**src/rtl/ser_pkg.sv**
```systemverilog
// Shared types and sizing helpers for the parallel-in/serial-out serializer.
package ser_pkg;

    typedef enum logic [1:0] {
        IDLE   = 2'd0,
        SHIFT  = 2'd1,
        PARITY = 2'd2
    } ser_state_e;

    localparam int SER_DEFAULT_WIDTH = 8;

    // Width of the bit counter that indexes a WIDTH-bit word (at least one bit).
    function automatic int ser_cnt_width(input int w);
        return (w < 2) ? 1 : $clog2(w);
    endfunction

endpackage

```
**src/rtl/ser_bit_counter.sv**
```systemverilog
// Loadable down-counter that saturates at zero; zero_o flags the last data bit.
module ser_bit_counter #(
    parameter int CW = 3
) (
    input  logic          clk,
    input  logic          rst,
    input  logic          load_i,
    input  logic [CW-1:0] load_val_i,
    input  logic          dec_i,
    output logic          zero_o
);

    logic [CW-1:0] cnt_q;
    logic [CW-1:0] cnt_d;

    // Next count: load wins over decrement, and the count never wraps below zero.
    always_comb begin
        cnt_d = cnt_q;
        if (load_i) begin
            cnt_d = load_val_i;
        end else if (dec_i && (cnt_q != {CW{1'b0}})) begin
            cnt_d = cnt_q - {{(CW-1){1'b0}}, 1'b1};
        end else begin
            cnt_d = cnt_q;
        end
    end

    // Count register.
    always_ff @(posedge clk) begin
        if (rst) begin
            cnt_q <= {CW{1'b0}};
        end else begin
            cnt_q <= cnt_d;
        end
    end

    assign zero_o = (cnt_q == {CW{1'b0}});

endmodule

```
**src/rtl/piso_serializer.sv**
```systemverilog
// Valid/ready word intake, MSB-first serial output with bit-valid and end-of-frame.
// Define SER_PARITY_EN to append an even-parity bit after each word.
module piso_serializer
    import ser_pkg::*;
#(
    parameter int WIDTH = SER_DEFAULT_WIDTH
) (
    input  logic             clk,
    input  logic             rst,
    input  logic             en,
    input  logic [WIDTH-1:0] din,
    input  logic             din_valid,
    output logic             din_ready,
    output logic             sout,
    output logic             sout_valid,
    output logic             frame_done,
    output logic             busy
);

    localparam int            CW       = ser_cnt_width(WIDTH);
    localparam logic [CW-1:0] LAST_IDX = CW'(WIDTH - 1);

    ser_state_e       state_q;
    ser_state_e       state_d;
    logic [WIDTH-1:0] shreg_q;
    logic [WIDTH-1:0] shreg_d;
    logic             cnt_load;
    logic             cnt_dec;
    logic             cnt_zero;
    logic             last_bit;
    logic             xfer;
`ifdef SER_PARITY_EN
    logic             parity_q;
    logic             parity_d;

    function automatic logic even_parity(input logic [WIDTH-1:0] w);
        return ^w;
    endfunction
`endif

    ser_bit_counter #(
        .CW (CW)
    ) u_cnt (
        .clk        (clk),
        .rst        (rst),
        .load_i     (cnt_load),
        .load_val_i (LAST_IDX),
        .dec_i      (cnt_dec),
        .zero_o     (cnt_zero)
    );

`ifdef SER_PARITY_EN
    assign last_bit = (state_q == PARITY);
`else
    assign last_bit = (state_q == SHIFT) && cnt_zero;
`endif

    // Ready in IDLE, or on the final bit when it is being consumed this edge.
    assign din_ready = !rst && ((state_q == IDLE) || (last_bit && en));
    assign xfer      = din_valid && din_ready;

    // Next-state, shift register and counter control.
    always_comb begin
        state_d  = state_q;
        shreg_d  = shreg_q;
        cnt_load = 1'b0;
        cnt_dec  = 1'b0;
`ifdef SER_PARITY_EN
        parity_d = parity_q;
`endif
        case (state_q)
            IDLE: begin
                if (xfer) begin
                    state_d  = SHIFT;
                    shreg_d  = din;
                    cnt_load = 1'b1;
`ifdef SER_PARITY_EN
                    parity_d = even_parity(din);
`endif
                end else begin
                    state_d = IDLE;
                end
            end
            SHIFT: begin
                if (!en) begin
                    state_d = SHIFT;
                end else if (!cnt_zero) begin
                    shreg_d = {shreg_q[WIDTH-2:0], 1'b0};
                    cnt_dec = 1'b1;
                end else begin
`ifdef SER_PARITY_EN
                    state_d = PARITY;
`else
                    if (xfer) begin
                        state_d  = SHIFT;
                        shreg_d  = din;
                        cnt_load = 1'b1;
                    end else begin
                        state_d = IDLE;
                    end
`endif
                end
            end
`ifdef SER_PARITY_EN
            PARITY: begin
                if (!en) begin
                    state_d = PARITY;
                end else if (xfer) begin
                    state_d  = SHIFT;
                    shreg_d  = din;
                    cnt_load = 1'b1;
                    parity_d = even_parity(din);
                end else begin
                    state_d = IDLE;
                end
            end
`endif
            default: begin
                state_d = IDLE;
            end
        endcase
    end

    // State and datapath registers.
    always_ff @(posedge clk) begin
        if (rst) begin
            state_q  <= IDLE;
            shreg_q  <= {WIDTH{1'b0}};
`ifdef SER_PARITY_EN
            parity_q <= 1'b0;
`endif
        end else begin
            state_q  <= state_d;
            shreg_q  <= shreg_d;
`ifdef SER_PARITY_EN
            parity_q <= parity_d;
`endif
        end
    end

    // Serial bit decoded from registered state only, so din never reaches sout.
    always_comb begin
        sout = 1'b0;
        case (state_q)
            SHIFT:   sout = shreg_q[WIDTH-1];
`ifdef SER_PARITY_EN
            PARITY:  sout = parity_q;
`endif
            default: sout = 1'b0;
        endcase
    end

    assign sout_valid = (state_q != IDLE);
    assign busy       = (state_q != IDLE);
    assign frame_done = sout_valid && last_bit;

endmodule
```
**config.mk**
```make
export PLATFORM = sky130hd
export DESIGN_NAME = piso_serializer
export DESIGN_NICKNAME = d
export VERILOG_FILES = /design/src/rtl/ser_pkg.sv /design/src/rtl/ser_bit_counter.sv /design/src/rtl/piso_serializer.sv
export SDC_FILE = /design/constraint.sdc
export NUM_CORES = 1
export LEC_CHECK = 0
export CAP_MARGIN = 20
export CORE_MARGIN = 1
export CORE_UTILIZATION = 49
export DETAILED_ROUTE_END_ITERATION = 12
export PLACE_DENSITY = 0.81
export SKIP_CTS_REPAIR_TIMING = 1
export SYNTH_ARGS = -nofsm -noshare
export SYNTH_HDL_FRONTEND = slang
export SYNTH_SLANG_ARGS = --single-unit
```
**constraint.sdc**
```tcl
create_clock -name clk -period 2.6 [get_ports clk]
set_input_delay 0.39 -clock clk [delete_from_list [all_inputs] [get_ports clk]]
set_output_delay 0.39 -clock clk [all_outputs]
set_load 0.02 [all_outputs]
```
# Yosys cells after proc, flatten, opt, wreduce, memory -nomap -nowiden
# Index checks and enable logic that the tools add are counted.
# Widths: inputs -> output; s select.
dict set report totals {
  register_bits 13
  latchBits 0
  mem_bits_rw 0
  mem_bits_ro 0
  in_bits 12
  wordCells 40
  memories 0
}
dict set report classes {
  add_sub_neg 1
  n_mul 0
  div_mod_pow 0
  magnitude_cmp 0
  eq_ne 3
  shift 0
  n_mux 18
  bitwise_logic 0
  n_reduce_logical 15
}
# operator count
set ops {}
lappend ops {{$mux 8} 3}
lappend ops {{$pmux 8 s2} 1}
lappend ops {{$mux 1} 8}
lappend ops {{$logic_and 1x1->1} 6}
lappend ops {{$mux 3} 2}
lappend ops {{$reduce_bool 2->1} 3}
lappend ops {{$mux 2} 2}
lappend ops {{$pmux 2 s2} 1}
lappend ops {{$logic_not 3->1} 1}
lappend ops {{$ne 3x3->1 const B} 1}
lappend ops {{$reduce_bool 3->1} 1}
lappend ops {{$sub 3x1->3 const B} 1}
lappend ops {{$eq 2x1->1 const B} 1}
lappend ops {{$logic_not 2->1} 1}
lappend ops {{$ne 2x2->1 const B} 1}
lappend ops {{$pmux 1 s2} 1}
lappend ops {{$reduce_and 2->1} 1}
lappend ops {{$logic_not 1->1} 1}
lappend ops {{$logic_or 1x1->1} 1}

# Longest topological paths before layout
# Gate-level depths: netlist of the first run.
dict set report logic_depth {
  word_depth 11
  mapped_depth 6
  depth_no_buf 6
}

# By module
# A second synthesis of the first run with hierarchy kept.
dict set report hier_totals {
  cells_unflattened 74
  hier_area_um2 683.2
}
# mod instances cells_each area_each_um2
set by_module_without_submodules {}
lappend by_module_without_submodules {piso_serializer 1 53 500.5}
lappend by_module_without_submodules {ser_bit_counter 1 21 182.7}

# Worst setup path after synthesis of the first run
# Ideal clock, no wire load.
dict set report synth_timing {
  kind {reg2out}
  startpoint {reg u_cnt.cnt_q[0]}
  endpoint {out din_ready}
  arrival_time_ps 1135
  required_time_ps 2210
  path_slack_ps 1075
  stages_incl_launch_ff 6
  path_buffers 0
  path_cell_list {dfxtp_1 > inv_1 > ha_1 > nor2b_4 > a21boi_2 > nor2_1}
}
dict set report synth_via {
  elab_chain_cells 5
}
# element line
set synth_lines {}
lappend synth_lines {{start: declaration} ser_bit_counter.sv:13} ;# logic [CW-1:0] cnt_q;
lappend synth_lines {{start signal: assignment} ser_bit_counter.sv:31} ;# cnt_q <= {CW{1'b0}};
lappend synth_lines {{start signal: assignment} ser_bit_counter.sv:33} ;# cnt_q <= cnt_d;
lappend synth_lines {{$logic_not 3->1} ser_bit_counter.sv:37} ;# assign zero_o = (cnt_q == {CW{1'b0}});
lappend synth_lines {{$logic_and 1x1->1} piso_serializer.sv:55} ;# assign last_bit = (state_q == SHIFT) && cnt_zero;
lappend synth_lines {{$logic_and 1x1->1} piso_serializer.sv:59} ;# assign din_ready = !rst && ((state_q == IDLE) || (last_bit && en));
lappend synth_lines {{$logic_or 1x1->1} piso_serializer.sv:59}
lappend synth_lines {{$logic_and 1x1->1} piso_serializer.sv:59}
lappend synth_lines {{end: declaration} piso_serializer.sv:13} ;# output logic din_ready,
# Every way passes these cells.

# Worst setup path in the final report of the first run
# Same ends and word-level chain as after synthesis.

==> results of run 1 <==
==> layout make-up <==
cell class | count | area (um^2)
Multi-Input combinational cell | 44 | 380
Fill cell | 91 | 299
Timing Repair Buffer | 18 | 175
Clock buffer | 4 | 36.3
Inverter | 2 | 7.51
Tap cell | 14 | 17.5
Sequential cell | 12 | 240
==> power by group through the flow <==
stage | clock network, mW | registers (mW) | logic (mW)
final | 0.151 | 0.217 | 0.124
after global placement | 0 | 0.220 | 0.121
after detailed placement | 0 | 0.221 | 0.124
after global routing | 0.162 | 0.219 | 0.135
after CTS | 0.153 | 0.217 | 0.125
after floorplan | 0 | 0.219 | 0.0786
==> logic make-up (layout without fill, tap and decap cells) <==
logic type	Yosys count	in the layout	share of synthesized area, %
buffers and inverters	4	24	2.94
xor gates and xnor gates	1	1	1.37
DFF	12	12	37.6
adders and majority gates	2	2	3.91
AOI/OAI and AO/OA	22	22	32.9
and+or+nand+nor	18	18	19.6
muxes	1	1	1.76
==> layer usage <==
| layer | vias to the layer above | track usage (%) | wire length [um] |
|---|---|---|---|
| met5 | - | 0 | 0 |
| met4 | 0 | 8.04 | 10 |
| met3 | 2 | 3.49 | 49 |
| met2 | 10 | 33.9 | 622 |
| met1 | 260 | 28.3 | 675 |
| li1 | 271 | - | - |
==> state kept, by name, summed over array words and instances, names as in the netlist <==
name	count
u_cnt.cnt_q	3
state_q	1
shreg_q	8
==> worst paths after layout <==
path / from / endpoint / slack (ns) / depth (start not counted)
worst max-delay path: u_cnt.cnt_q[0] / din_ready / 0.29 / 6
worst min-delay path: shreg_q[0] / shreg_q[0] / 0.52 / 2
worst max register to register: u_cnt.cnt_q[0] / shreg_q[6] / 0.93 / 6
worst min register to register: shreg_q[0] / shreg_q[0] / 0.52 / 2
==> tightest hold or removal path, cell delays in order (launching register included) <==
cell and delay, ns:
dfxtp_1 0.33, nand2b_1 0.07, a22oi_1 0.07
==> cell usage in the layout, fill, tap and decap left out, types with 2 or more instances in the layout <==
master	count
and2_2	2
nand2b_1	2
clkbuf_4	3
clkdlybuf4s50_1	16
inv_1	2
ha_1	2
a221o_1	7
a21oi_1	2
dfxtp_1	12
buf_4	2
nor2_1	4
o21ai_0	2
o211a_1	7
==> per-stage QoR <==
stage,power (mW),hold WS (ns),utilization (%),worst slack (ns)
2_1_floorplan,0.298,0.480,-,1.07
3_3_place_gp,0.341,0.490,71.0,0.561
3_5_place_dp,0.345,0.508,71.0,0.558
4_1_cts,0.495,0.524,74.1,0.284
5_1_grt,0.516,0.543,74.1,0.192
6_report,0.492,0.517,74.1,0.290
==> synthesized netlist by cell type (all sizes together) <==
master,n
nor3,1
nand2b,3
a22oi,1
a221o,7
nand3,2
o21ai,3
nand2,1
buf,1
o211a,7
a311oi,1
a21boi,1
mux2,1
dfxtp,12
or2,1
clkbuf,1
a21oi,2
inv,2
and2,2
nor2b,2
xnor2,1
ha,2
nor2,5
or2b,1
==> results.sh, run 1 <==
export IMPL_grt_pass1_vias=494
export IMPL_detail_route_vias_per_cell=5.78
export IMPL_combinationalPowerShare_pct=25.3
export IMPL_power_share_clock_pct=30.7
export IMPL_power_density_nw_per_um2=574
export IMPL_detail_route_antenna_nets=0
export IMPL_hold_viol_final=0
export IMPL_worstSkewPairLatency_ns=0.27
export IMPL_rsz0062_at_grt="false"
export IMPL_io_pins=17
export IMPL_p_int_uw=352
export IMPL_final_design_area_no_fill_um2=857
export IMPL_drtIter0Drc=7
export IMPL_n_antenna_cell=0
export IMPL_area_growth_syn_to_layout_pct=34.1
export IMPL_tightest_slew_ns=0.506
export IMPL_cp_num_buf_inv=2
export IMPL_dp_cells=90
export IMPL_die_area_um2=1450
export IMPL_place_hpwl_um=978
export IMPL_dieHeight_um=38.1
export IMPL_avgSynthCellArea_um2=10.7
export IMPL_period_needed_ns=2.31
export IMPL_port_buffers=16
export IMPL_grt_max_degree=11
export IMPL_wl_per_cell_um=14.4
export IMPL_drc=0
export IMPL_crit_arrival_ns=1.92
export IMPL_cp_max_fo=4
export IMPL_drive_gt1_share_pct=20.0
export IMPL_synth_warnings=0
export IMPL_critPathLaunchType="flop"
export IMPL_total_leakage_power_nw=0.383
export IMPL_synthCells=60
export IMPL_overflow=0
export IMPL_drtPass1Iterations=2
export IMPL_crit_slowest_cell="clkdlybuf4s50_1"
export IMPL_crit_path_max_incr_delay_ns=0.60
export IMPL_clock_root_buffer="clkbuf_4"
export IMPL_setup_violations=0
export IMPL_cp_required_ns=2.21
export IMPL_clkTransAtPathRegs_ns=0.08
export IMPL_netSwitchingFraction_pct=28.4
export IMPL_yosys_top_cells_area="dfxtp_1 38%, a221o_1 11%, o211a_1 11%"
export IMPL_hold_class="reg -> reg"
export IMPL_row_count=12
export IMPL_start_util_pct=55.3
export IMPL_netlist_area_um2=639
export IMPL_fin_nets=95
export IMPL_cts_buffers=3
export IMPL_syn_nets=74
export IMPL_ir_worst_vdd_uv=525
export IMPL_dieWidth_um=38.1
export IMPL_power_switching_uw=140
export IMPL_ctsHtreeMaxLevel=1
export IMPL_synth_top_area_share_pct=37.6
export IMPL_routabilityCongestion=0.755
export IMPL_cts_sinks=12
export IMPL_tns_ns=0
export IMPL_power_frac_seq_pct=44.1
export IMPL_grt_usage_pct=21.2
export IMPL_placed_cell_area_um2=821
export IMPL_critical_path_class="reg -> out"
export IMPL_num_vias=543
export IMPL_synth_top_cell_by_area="dfxtp_1"
export IMPL_cap_violations=0
export IMPL_cp_cell_sequence="inv_1, ha_1, nor2b_4, a21boi_2, nor2_1, clkdlybuf4s50_1"
export IMPL_synth_seq_cells=12
export IMPL_run_status="completed"
export IMPL_skew_ns=0.00254
export IMPL_final_cells=94
export IMPL_yosysSeqAreaShare_pct=37.6
export IMPL_fmax_ghz=0.433
export IMPL_cts_max_path_buffers=2
export IMPL_ys_types=28
export IMPL_finalCritPeriodShare_pct=88.8
export IMPL_wl_um=1360
export IMPL_antenna_found_initial=0
export IMPL_cts_tree="built"
export IMPL_end_kind="output pin"
export IMPL_coreArea_um2=1160
export IMPL_critPathTopFamily="buffers and inverters"
export IMPL_relSlewSlack_pct=66.2
export IMPL_grt_pass1_wl_um=2170
export IMPL_drv_slew=0
Note: power is estimated with default switching activity, not from simulation.
==> run 2, diff against run 1 <==
--- a/config.mk
+++ b/config.mk
@@ -8,9 +8,11 @@
 export CAP_MARGIN = 20
 export CORE_MARGIN = 1
 export CORE_UTILIZATION = 49
+export CTS_BUF_LIST = sky130_fd_sc_hd__clkbuf_8 sky130_fd_sc_hd__clkbuf_16
 export DETAILED_ROUTE_END_ITERATION = 12
 export PLACE_DENSITY = 0.81
 export SKIP_CTS_REPAIR_TIMING = 1
 export SYNTH_ARGS = -nofsm -noshare
 export SYNTH_HDL_FRONTEND = slang
 export SYNTH_SLANG_ARGS = --single-unit
+export TNS_END_PERCENT = 1
==> run 2 against run 1 <==
Fmax grew 1.7%. Count of clock-buffer cells in the layout is the same. Largest power group unchanged. Setup slack gained 0.038 ns. Sequential power about the same. Cell count stayed put. Critical path depth did not move. Largest cell class unchanged. Hold slack worse by 0.0023 ns. Clock skew fell by 0.0012 ns. Die area stayed put. Register-to-register slack about the same. First-iteration DRC count fell by 14%. Highest routed layer unchanged. Via count up 4.4%.
==> results.sh, run 2 (synthesis gave the netlist of run 1 again) <==
export IMPL_drive_gt1_share_pct=20.0
export IMPL_critPathLaunch="u_cnt.cnt_q[0]"
export IMPL_setup_violations=0
export IMPL_clkTransAtPathRegs_ns=0.05
export IMPL_layout_commonest_cell="clkdlybuf4s50_1"
export IMPL_clock_root_buffer="clkbuf_8"
export IMPL_r2r_end="shreg_q[1]"
export IMPL_drtPass1Iterations=4
export IMPL_fmax_ghz=0.440
export IMPL_dieWidth_um=38.1
export IMPL_port_buffers=16
export IMPL_power_switching_uw=143
export IMPL_cts_max_path_buffers=2
export IMPL_rsz0062_at_grt="false"
export IMPL_dieHeight_um=38.1
export IMPL_die_area_um2=1450
export IMPL_cap_violations=0
export IMPL_total_leakage_power_nw=0.391
export IMPL_cts_buffers=3
export IMPL_antenna_found_initial=0
export IMPL_combinationalPowerShare_pct=23.2
export IMPL_grt_pass1_wl_um=2340
export IMPL_finalCritPeriodShare_pct=87.4
export IMPL_n_antenna_cell=0
export IMPL_cts_tree="built"
export IMPL_worstSkewPairLatency_ns=0.23
export IMPL_num_vias=567
export IMPL_end_kind="output pin"
export IMPL_run_status="completed"
export IMPL_p_int_uw=402
export IMPL_hold_ws_ns=0.515
export IMPL_drv_slew=0
export IMPL_power_share_clock_pct=36.8
export IMPL_detail_route_vias_per_cell=6.03
export IMPL_ir_worst_vdd_uv=572
export IMPL_relSlewSlack_pct=66.5
export IMPL_routabilityCongestion=0.755
export IMPL_r2r_cells=6
export IMPL_crit_path_max_incr_delay_ns=0.60
export IMPL_grt_usage_pct=24.0
export IMPL_row_count=12
export IMPL_hold_viol_final=0
export IMPL_largest_register="shreg_q"
export IMPL_ctsHtreeMaxLevel=1
export IMPL_io_pins=17
export IMPL_wl_per_cell_um=15.7
export IMPL_finalWorstSetupSlack_ns=0.328
export IMPL_area_growth_syn_to_layout_pct=37.0
export IMPL_skew_ns=0.00136
export IMPL_overflow=0
export IMPL_netSwitchingFraction_pct=26.3
export IMPL_cp_required_ns=2.21
export IMPL_crit_slowest_cell="clkdlybuf4s50_1"
export IMPL_top_regs="shreg_q x8, u_cnt.cnt_q x3, state_q x1"
export IMPL_wl_um=1470
export IMPL_grt_pass1_vias=506
export IMPL_dpl_worst_slack_ns=0.558
export IMPL_cp_cell_sequence="inv_1, ha_1, nor2b_4, a21boi_2, nor2_1, clkdlybuf4s50_1"
export IMPL_largest_reg_flops=8
export IMPL_cp_max_fo=4
export IMPL_detail_route_antenna_nets=0
export IMPL_tns_ns=0
export IMPL_grt_max_degree=11
export IMPL_fin_nets=95
export IMPL_tightest_slew_ns=0.501
export IMPL_critical_path_class="reg -> out"
export IMPL_rr_startpoint="u_cnt.cnt_q[0]"
export IMPL_start_util_pct=55.3
export IMPL_place_hpwl_um=978
export IMPL_drc=0
export IMPL_endpoint="din_ready"
export IMPL_crit_arrival_ns=1.88
export IMPL_cts_sinks=12
export IMPL_ff2ff_setup_slack_ns=0.94
export IMPL_layout_common_cells="16 x clkdlybuf4s50_1, 12 x dfxtp_1, 7 x o211a_1, 7 x a221o_1"
export IMPL_power_density_nw_per_um2=622
export IMPL_hold_class="reg -> reg"
export IMPL_power_frac_seq_pct=40.0
export IMPL_critPathLaunchType="flop"
export IMPL_period_needed_ns=2.27
export IMPL_coreArea_um2=1160
export IMPL_drtIter0Drc=6
-- run 2: critical path, delay by kind of cell, from the launching register on --
kind / cells / cell delay (ns)
buffers and inverters: 2 / 0.70
AND/OR/NAND/NOR: 2 / 0.32
flip-flops: 1 / 0.29
adder cells (fa/ha/maj): 1 / 0.24
AO/OA/AOI/OAI: 1 / 0.09
-- run 2: through the flow --
step | instance area (um^2) | power (mW) | std cells | utilization (%)
2_1_floorplan | 639 | 0.298 | 60 | -
6_report | 876 | 0.544 | 94 | 75.8
3_3_place_gp | 821 | 0.341 | 90 | 71.0
4_1_cts | 876 | 0.548 | 94 | 75.8
3_5_place_dp | 821 | 0.345 | 90 | 71.0
5_1_grt | 876 | 0.574 | 94 | 75.8
-- run 2: layer usage --
metal	track usage, %	wire length, um	vias to the layer above	share of wire [%]
met5	0	0	-	0
met4	10.7	27	0	1.8
met3	6.98	71	4	4.8
met2	36.4	681	18	46
met1	31.2	693	271	47
li1	-	-	274	-
-- run 2: power by group through the flow --
| stage | clock, mW | combinational [mW] | sequential [mW] |
|---|---|---|---|
| final | 0.200 | 0.126 | 0.218 |
| after global routing | 0.219 | 0.136 | 0.220 |
| after CTS | 0.204 | 0.127 | 0.218 |
| after detailed placement | 0 | 0.124 | 0.221 |
| after global placement | 0 | 0.121 | 0.220 |
| after floorplan | 0 | 0.0786 | 0.219 |
-- run 2: area by class of cell --
| type | instances | area, um^2 |
|---|---|---|
| inverters | 2 | 7.51 |
| repair buffers | 18 | 175 |
| fillers | 86 | 280 |
| flip-flops and latches | 12 | 240 |
| well taps | 14 | 17.5 |
| multi-input cells | 44 | 380 |
| clock buffers | 4 | 55.1 |
-- run 2: how the worst min path moves through the flow --
stage	start	to	slack, ns	cells after the start
2_1_floorplan	shreg_q[1]	shreg_q[2]	0.48	1
3_3_place_gp	shreg_q[2]	shreg_q[3]	0.49	1
3_5_place_dp	shreg_q[1]	shreg_q[2]	0.51	1
4_1_cts	shreg_q[0]	shreg_q[0]	0.52	2
5_1_grt	shreg_q[1]	shreg_q[2]	0.54	1
6_report	shreg_q[0]	shreg_q[0]	0.51	2
